**config.mk**
```make
export PLATFORM = sky130hd
export DESIGN_NAME = hazard_unit_param
export DESIGN_NICKNAME = d
export VERILOG_FILES = /design/src/rtl/hazard_unit_param.sv
export SDC_FILE = /design/constraint.sdc
export NUM_CORES = 1
export LEC_CHECK = 0
export ABC_AREA = 1
export ABC_CLOCK_PERIOD_IN_PS = 3100
export BUFFER_PORTS_ARGS = -buffer_cell sky130_fd_sc_hd__buf_4
export CAP_MARGIN = 0
export CELL_PAD_IN_SITES_DETAIL_PLACEMENT = 2
export CELL_PAD_IN_SITES_GLOBAL_PLACEMENT = 2
export CORE_ASPECT_RATIO = 0.8
export CORE_UTILIZATION = 34
export DETAILED_ROUTE_END_ITERATION = 8
export GPL_TIMING_DRIVEN = 1
export HOLD_SLACK_MARGIN = 0.03
export PLACE_DENSITY_LB_ADDON = 0.1
export SYNTH_ARGS = -nofsm -noshare
export SYNTH_HDL_FRONTEND = slang
export SYNTH_SLANG_ARGS = --single-unit
```
**constraint.sdc**
```tcl
create_clock -name clock -period 3.1 [get_ports clock]
set_clock_uncertainty 0.05 [all_clocks]
set_input_delay 0 -clock clock [delete_from_list [all_inputs] [get_ports clock]]
set_output_delay 0 -clock clock [all_outputs]
set_load 0.05 [all_outputs]
```
**src/rtl/hazard_unit_param.sv**
```systemverilog
// Hazard and bypass controller for the 5-stage pipeline.
// Keeps registered shadows of the E, M and W destination records and
// derives the decode stall, the execute forwarding selects, the M-stage
// store-data bypass, the memory-wait freeze and a lost-cycle counter.
//
// Memory-wait FSM
//   state   | meaning
//   MW_RUN  | pipeline advances every edge; ld_cnt held at 0
//   MW_WAIT | load sits in M; all records frozen; ld_cnt counts wait cycles
module hazard_unit_param #(
    parameter int ADDR_W   = 5,
    parameter int LOAD_LAT = 0,
    parameter int CNT_W    = 16
) (
    input  logic              clock,
    input  logic              reset,
    input  logic              w_d_valid,
    input  logic              w_d_rs_used,
    input  logic              w_d_rt_used,
    input  logic              w_d_rt_store,
    input  logic [ADDR_W-1:0] w_d_rs_addr,
    input  logic [ADDR_W-1:0] w_d_rt_addr,
    input  logic              w_d_wr_en,
    input  logic [ADDR_W-1:0] w_d_wr_addr,
    input  logic              w_d_is_load,
    input  logic              w_d_is_store,
    input  logic              w_flush,
    output logic              w_stall,
    output logic              w_freeze,
    output logic [1:0]        w_fwd_rs_sel,
    output logic [1:0]        w_fwd_rt_sel,
    output logic              w_wm_rt_bypass,
    output logic [CNT_W-1:0]  w_lost_cycles
);

    localparam logic [2:0] LAT_C = 3'(LOAD_LAT);

    typedef enum logic {
        MW_RUN  = 1'b0,
        MW_WAIT = 1'b1
    } mw_state_t;

    // E record
    logic              e_valid;
    logic              e_wr_en;
    logic [ADDR_W-1:0] e_wr_addr;
    logic              e_is_load;
    logic              e_is_store;
    logic              e_rs_used;
    logic              e_rt_used;
    logic              e_rt_store;
    logic [ADDR_W-1:0] e_rs_addr;
    logic [ADDR_W-1:0] e_rt_addr;

    // M record; rt address rides along for the store-data bypass
    logic              m_valid;
    logic              m_wr_en;
    logic [ADDR_W-1:0] m_wr_addr;
    logic              m_is_load;
    logic              m_is_store;
    logic [ADDR_W-1:0] m_rt_addr;

    // W record; only the write-back destination matters here
    logic              wb_valid;
    logic              wb_wr_en;
    logic [ADDR_W-1:0] wb_wr_addr;

    mw_state_t         mw_state;
    mw_state_t         mw_next;
    logic [2:0]        ld_cnt;
    logic [2:0]        ld_cnt_next;

    logic              e_load_dst;
    logic              rs_dep;
    logic              rt_dep;
    logic              bubble;

    // A stage writes register r when it is live, enabled and r is not r0.
    function automatic logic writes_reg(input logic              v,
                                        input logic              we,
                                        input logic [ADDR_W-1:0] wa,
                                        input logic [ADDR_W-1:0] r);
        return v & we & (wa == r) & (r != '0);
    endfunction

    // Load-use detection against the load currently in E.
    always_comb begin
        e_load_dst = e_valid & e_is_load & e_wr_en & (e_wr_addr != '0);
        rs_dep     = w_d_rs_used & (w_d_rs_addr == e_wr_addr);
        rt_dep     = w_d_rt_used & ~w_d_rt_store & (w_d_rt_addr == e_wr_addr);
        w_stall    = w_d_valid & ~w_freeze & e_load_dst & (rs_dep | rt_dep);
        bubble     = w_stall | w_flush;
    end

    // Operand forwarding for the instruction in E; M wins over W, but a load
    // in M has no result yet and cannot forward.
    always_comb begin
        w_fwd_rs_sel = 2'b00;
        w_fwd_rt_sel = 2'b00;
        if (e_valid && e_rs_used) begin
            if (writes_reg(m_valid, m_wr_en, m_wr_addr, e_rs_addr) && !m_is_load) begin
                w_fwd_rs_sel = 2'b01;
            end else if (writes_reg(wb_valid, wb_wr_en, wb_wr_addr, e_rs_addr)) begin
                w_fwd_rs_sel = 2'b10;
            end
        end
        if (e_valid && e_rt_used && !e_rt_store) begin
            if (writes_reg(m_valid, m_wr_en, m_wr_addr, e_rt_addr) && !m_is_load) begin
                w_fwd_rt_sel = 2'b01;
            end else if (writes_reg(wb_valid, wb_wr_en, wb_wr_addr, e_rt_addr)) begin
                w_fwd_rt_sel = 2'b10;
            end
        end
    end

    // Store data in M picks up a result being written back by W, including loads.
    always_comb begin
        w_wm_rt_bypass = m_valid & m_is_store
                         & writes_reg(wb_valid, wb_wr_en, wb_wr_addr, m_rt_addr);
    end

    // Memory-wait next state: a load entering M starts the wait, which ends
    // once LOAD_LAT cycles have been spent frozen.
    always_comb begin
        mw_next     = mw_state;
        ld_cnt_next = 3'd0;
        w_freeze    = 1'b0;
        case (mw_state)
            MW_RUN: begin
                if (e_valid && e_is_load && (LAT_C != 3'd0)) begin
                    mw_next = MW_WAIT;
                end
            end
            MW_WAIT: begin
                w_freeze    = 1'b1;
                ld_cnt_next = ld_cnt + 3'd1;
                if (ld_cnt_next == LAT_C) begin
                    mw_next = MW_RUN;
                end
            end
            default: mw_next = MW_RUN;
        endcase
    end

    // Memory-wait state register.
    always_ff @(posedge clock) begin
        if (!reset) begin
            mw_state <= MW_RUN;
            ld_cnt   <= 3'd0;
        end else begin
            mw_state <= mw_next;
            ld_cnt   <= ld_cnt_next;
        end
    end

    // Shadow pipeline records: shift on every unfrozen edge, bubble E on stall or flush.
    always_ff @(posedge clock) begin
        if (!reset) begin
            e_valid    <= 1'b0;
            e_wr_en    <= 1'b0;
            e_wr_addr  <= '0;
            e_is_load  <= 1'b0;
            e_is_store <= 1'b0;
            e_rs_used  <= 1'b0;
            e_rt_used  <= 1'b0;
            e_rt_store <= 1'b0;
            e_rs_addr  <= '0;
            e_rt_addr  <= '0;
            m_valid    <= 1'b0;
            m_wr_en    <= 1'b0;
            m_wr_addr  <= '0;
            m_is_load  <= 1'b0;
            m_is_store <= 1'b0;
            m_rt_addr  <= '0;
            wb_valid   <= 1'b0;
            wb_wr_en   <= 1'b0;
            wb_wr_addr <= '0;
        end else if (!w_freeze) begin
            wb_valid   <= m_valid;
            wb_wr_en   <= m_wr_en;
            wb_wr_addr <= m_wr_addr;
            m_valid    <= e_valid;
            m_wr_en    <= e_wr_en;
            m_wr_addr  <= e_wr_addr;
            m_is_load  <= e_is_load;
            m_is_store <= e_is_store;
            m_rt_addr  <= e_rt_addr;
            if (bubble) begin
                e_valid    <= 1'b0;
                e_wr_en    <= 1'b0;
                e_wr_addr  <= '0;
                e_is_load  <= 1'b0;
                e_is_store <= 1'b0;
                e_rs_used  <= 1'b0;
                e_rt_used  <= 1'b0;
                e_rt_store <= 1'b0;
                e_rs_addr  <= '0;
                e_rt_addr  <= '0;
            end else begin
                e_valid    <= w_d_valid;
                e_wr_en    <= w_d_wr_en;
                e_wr_addr  <= w_d_wr_addr;
                e_is_load  <= w_d_is_load;
                e_is_store <= w_d_is_store;
                e_rs_used  <= w_d_rs_used;
                e_rt_used  <= w_d_rt_used;
                e_rt_store <= w_d_rt_store;
                e_rs_addr  <= w_d_rs_addr;
                e_rt_addr  <= w_d_rt_addr;
            end
        end
    end

    // Saturating count of cycles lost to stall or freeze.
    always_ff @(posedge clock) begin
        if (!reset) begin
            w_lost_cycles <= '0;
        end else if ((w_stall || w_freeze) && (w_lost_cycles != '1)) begin
            w_lost_cycles <= w_lost_cycles + 1'b1;
        end
    end

endmodule

```
# [Word level (Yosys, flattened, before mapping)]
# Index checks and enable logic that the tools add are counted.
[op_classes] add_sub_neg=2 n_eq_ne=8 mux=18 bitwise_logic=27 reduce_logical=15
[ops] op="== test 5 bit" count=7
[ops] op="bitwise AND 1 bit" count=23
[ops] op="nonzero test 5 bit" count=4
[ops] op="adder 16 x 1 -> 16 bit (second input constant)" count=1
[ops] op="inequality test 16 bit (second input constant)" count=1
[ops] op="two-way mux 5 bit" count=3
[ops] op="two-way mux 2 bit" count=6
[ops] op="two-way mux 1 bit" count=9
[ops] op="logical AND 1 bit" count=6
[ops] op="adder 3 x 1 -> 3 bit (second input constant)" count=1
[ops] op="logical NOT 3 bit" count=1
[ops] op="logical NOT 1 bit" count=2
[ops] op="inverter 1 bit" count=2
[ops] op="OR 1 bit" count=2
[ops] op="AND reduction 2 bit" count=1
[ops] op="logical OR 1 bit" count=1
[totals] regBits=63 in_bits=25 output_inout_bits=23 wordCells=92

# [Depth between registers and ports, before layout]
[logic_depth] word_depth=7 ltp_mapped=13 depth_no_buf=12

# [Worst setup path after synthesis]
# No wires, ideal clock.
[synth_path] path_type="flip-flop to output port" from="register wb_wr_addr[4]" to="output port w_wm_rt_bypass" t_arrival_ns=2.182 required_time_ns=3.050 setup_slack_ns=0.868 path_stages_with_launch=7 n_path_buf=0 cell_sequence="dfxtp_1 > inv_1 > nand2_1 > o21ai_0 > a21oi_1 > o2111ai_1 > nor4_1"
[synth_via] elab_chain_cells=4
[synth_rtl] item="start, declared" line_no="66" source="logic [ADDR_W-1:0] wb_wr_addr;"
[synth_rtl] item="start signal, assigned" line_no="181" source="wb_wr_addr <= m_wr_addr;"
[synth_rtl] item="== test 5 bit" line_no="83" source="return v & we & (wa == r) & (r != '0);"
[synth_rtl] item="bitwise AND 1 bit (2 in a row)" line_no="83"
[synth_rtl] item="bitwise AND 1 bit" line_no="119" source="& writes_reg(wb_valid, wb_wr_en, wb_wr_addr, m_rt_addr);"
[synth_rtl] item="end, declared" line_no="32" source="output logic w_wm_rt_bypass,"
# No other way between the ends.

# [Final worst setup path]
[layout_path] from="register w_lost_cycles[0]" to="register w_lost_cycles[2]"
[layout_via] elab_chain_cells=2
[layout_rtl] item="start, declared" line_no="33" source="output logic [CNT_W-1:0] w_lost_cycles"
[layout_rtl] item="start signal, assigned" line_no="219" source="w_lost_cycles <= w_lost_cycles + 1'b1;"
[layout_rtl] item="branches (longest 2 deep; another with adder 16 x 1 -> 16 bit)"
# Parallel ways; which one is timed is not known.
# A chain may end at the register's enable or synchronous reset.

==> results_dict.tcl <==
set metrics [dict create \
    tns_ns 0 \
    core_mm2 0.00919 \
    area_growth_pct 29.1 \
    dr.first_iter.drc_count 156 \
    htree_levels 3 \
    cts_hold_buf 22 \
    port_buffers 47 \
    dp.final_hpwl_um 8280 \
    post_dp_cell_area_mm2 0.00368 \
    arrival_ns 2.25 \
    dp.cells 615 \
    vias_per_cell 5.09 \
    syn_avg_cell_area_um2 6.97 \
    final.min_clock_period_ns 2.07 \
    path_clk_slew_ns 0.05 \
    syn_area_mm2 0.00326 \
    grt_setup_unrepaired "no" \
    yosysTopAreaCellShare_pct 38.7 \
    drive_gt1_share_pct 15.4 \
    drtAntennaViolNets 0 \
    grt_first_pass_wirelength_um 18600 \
    async_reset_ff_share_pct 0 \
    violations "design-rule violations" \
    overflow 0 \
    antenna_found_initial 0 \
    num-nets-final 561 \
    tritoncts "done" \
    synth-warning-count 0 \
    power.leakage_nw 1.90 \
    cp_max_fo 17 \
    layout.cells.non_filler 653 \
    worst_hold_slack_ns 0.0613 \
    antenna_cells 0 \
    final_cell_area_mm2 0.00421 \
    synth.distinct_cells 33 \
    synthCells 468 \
    ios 48 \
    gp_congestion 0.810 \
    die-area_mm2 0.00999 \
    required_ns 3.28 \
    numCtsBuffers 9 \
    ys_ff_latch 63 \
    final_common_cell "nand2_1" \
    hp-class "in -> reg" \
    hold_violations 0 \
    grt_pass1_vias 3422 \
    drt-total-wl_um 11900 \
    ys_seq_area_share_pct 38.7 \
    die_x_um 112 \
    synth-edff-count 0 \
    synth_area_leaders "dfxtp_1 (39%), nand2_1 (9.9%), nor2_1 (7.4%)" \
    start_util_pct 35.5 \
    postCtsSetupBuffers 0 \
    vdd_drop_max_uv 309 \
    crit_path_end_kind "flop" \
    grt_max_degree 42 \
    yosysTopAreaCell "dfxtp_1" \
    layout_common_cells "nand2_1 (86), nor2_1 (64), dfxtp_1 (63)" \
    relSlewSlack_pct 48.7 \
    via_count 3326 \
    fmax_ghz 0.483 \
    final.fill_count 1049 \
    synth_nets 496 \
    maxSlewViolCount 0 \
    setup_viol 0 \
    die_h_um 89.6 \
    rows 31 \
    cts_root_buffer "clkbuf_16" \
    worstSkewPairLatency_ns 0.33 \
    worst_slew_pin_slew_ns 0.768 \
    p_per_area_mw_per_mm2 490 \
    worstSetupPathType "reg -> reg" \
    fin_crit_sh_pct 66.8 \
    status "finished, violations left" \
    drc 2 \
    post_cts_resized 0 \
    grt_usage_pct 24.9 \
    drv_cap 0 \
    crit_path_start_kind "flop" \
    avgRoutedWirePerCell_um 18.2 \
    synth_ff_type "dfxtp_1" \
    drt_first_pass_iters 6 \
    cts_buffer_depth 2 \
    cts.sinks 63 \
]
==> logic make-up after synthesis <==
group / synth area share [%]
flops: 38.7
fa+ha+maj: 1.15
simple gates: 31.3
xor+xnor: 6.71
buf+inv: 9.63
compound gates: 12.6
==> worst max-delay path, cell delays in order (launching register included) <==
cell and delay [ns]:
dfxtp_1 0.41, ha_1 0.23, nand3_2 0.14, nor2_4 0.17, nand3_2 0.13, nor2_4 0.12
nand3_4 0.22, nand2_4 0.28, nand2_1 0.11, nand2_1 0.07, nor2_1 0.04
==> metrics by stage <==
step           setup slack, ns  utilization (%)  total power (W)
2_1_floorplan            0.868                -         0.000925
3_3_place_gp              1.07             40.1         0.000983
3_5_place_dp              1.05             40.1         0.000989
4_1_cts                   1.01             45.8          0.00207
5_1_grt                  0.848             45.8          0.00213
6_report                  1.03             45.8          0.00206
==> worst paths after layout <==
check	from	endpoint	slack (ns)	cells after the start
max	w_lost_cycles[0]	w_lost_cycles[2]	1.03	10
min	reset	w_lost_cycles[1]	0.06	3
max reg2reg	w_lost_cycles[0]	w_lost_cycles[2]	1.03	10
min reg2reg	ld_cnt[0]	ld_cnt[0]	0.42	1
==> registers in the layout (all words and copies together), names as in the netlist, 3 cells and up <==
| signal | flops |
|---|---|
| wb_wr_addr | 5 |
| e_wr_addr | 5 |
| m_wr_addr | 5 |
| m_rt_addr | 5 |
| w_lost_cycles | 16 |
| e_rs_addr | 5 |
| ld_cnt | 3 |
| e_rt_addr | 5 |
==> cell type report <==
class / count / area [um^2] / share of cell area (%)
clock buffers: 12 / 236 / 5.61
clock inverters: 4 / 70.1 / 1.66
inverters: 60 / 225 / 5.35
multi-input cells: 328 / 1690 / 40.0
flip-flops and latches: 63 / 1260 / 29.9
well taps: 115 / 144 / 3.42
repair buffers: 71 / 588 / 14.0
==> cells in the mapped netlist (3+ instances only) <==
master,count
a21oi_1,27
clkbuf_1,12
dfxtp_1,63
ha_1,3
inv_1,57
inv_2,3
nand2_1,86
nand3_1,32
nand3_2,5
nand3b_1,3
nand4_1,6
nor2_1,64
nor2_2,6
nor3_1,6
nor4_1,5
o21ai_0,46
xnor2_1,6
xor2_1,19
==> routing by layer <==
layer	track usage [%]	vias to the layer above	wire (um)
met5	0	-	0
met4	4.55	0	70
met3	6.24	6	455
met2	41.1	62	5500
met1	33.4	1624	5890
li1	-	1634	-
==> report_power, final <==
part	leakage [nW]	switching [W]	internal, W	total, W
Clock	0.151	0.000363	0.000702	0.00107
Combinational	1.24	0.0000817	0.0000692	0.000151
Sequential	0.512	0.0000185	0.000828	0.000847
Total	1.90	0.000464	0.00160	0.00206
Note: power is estimated with default switching activity, not from simulation.
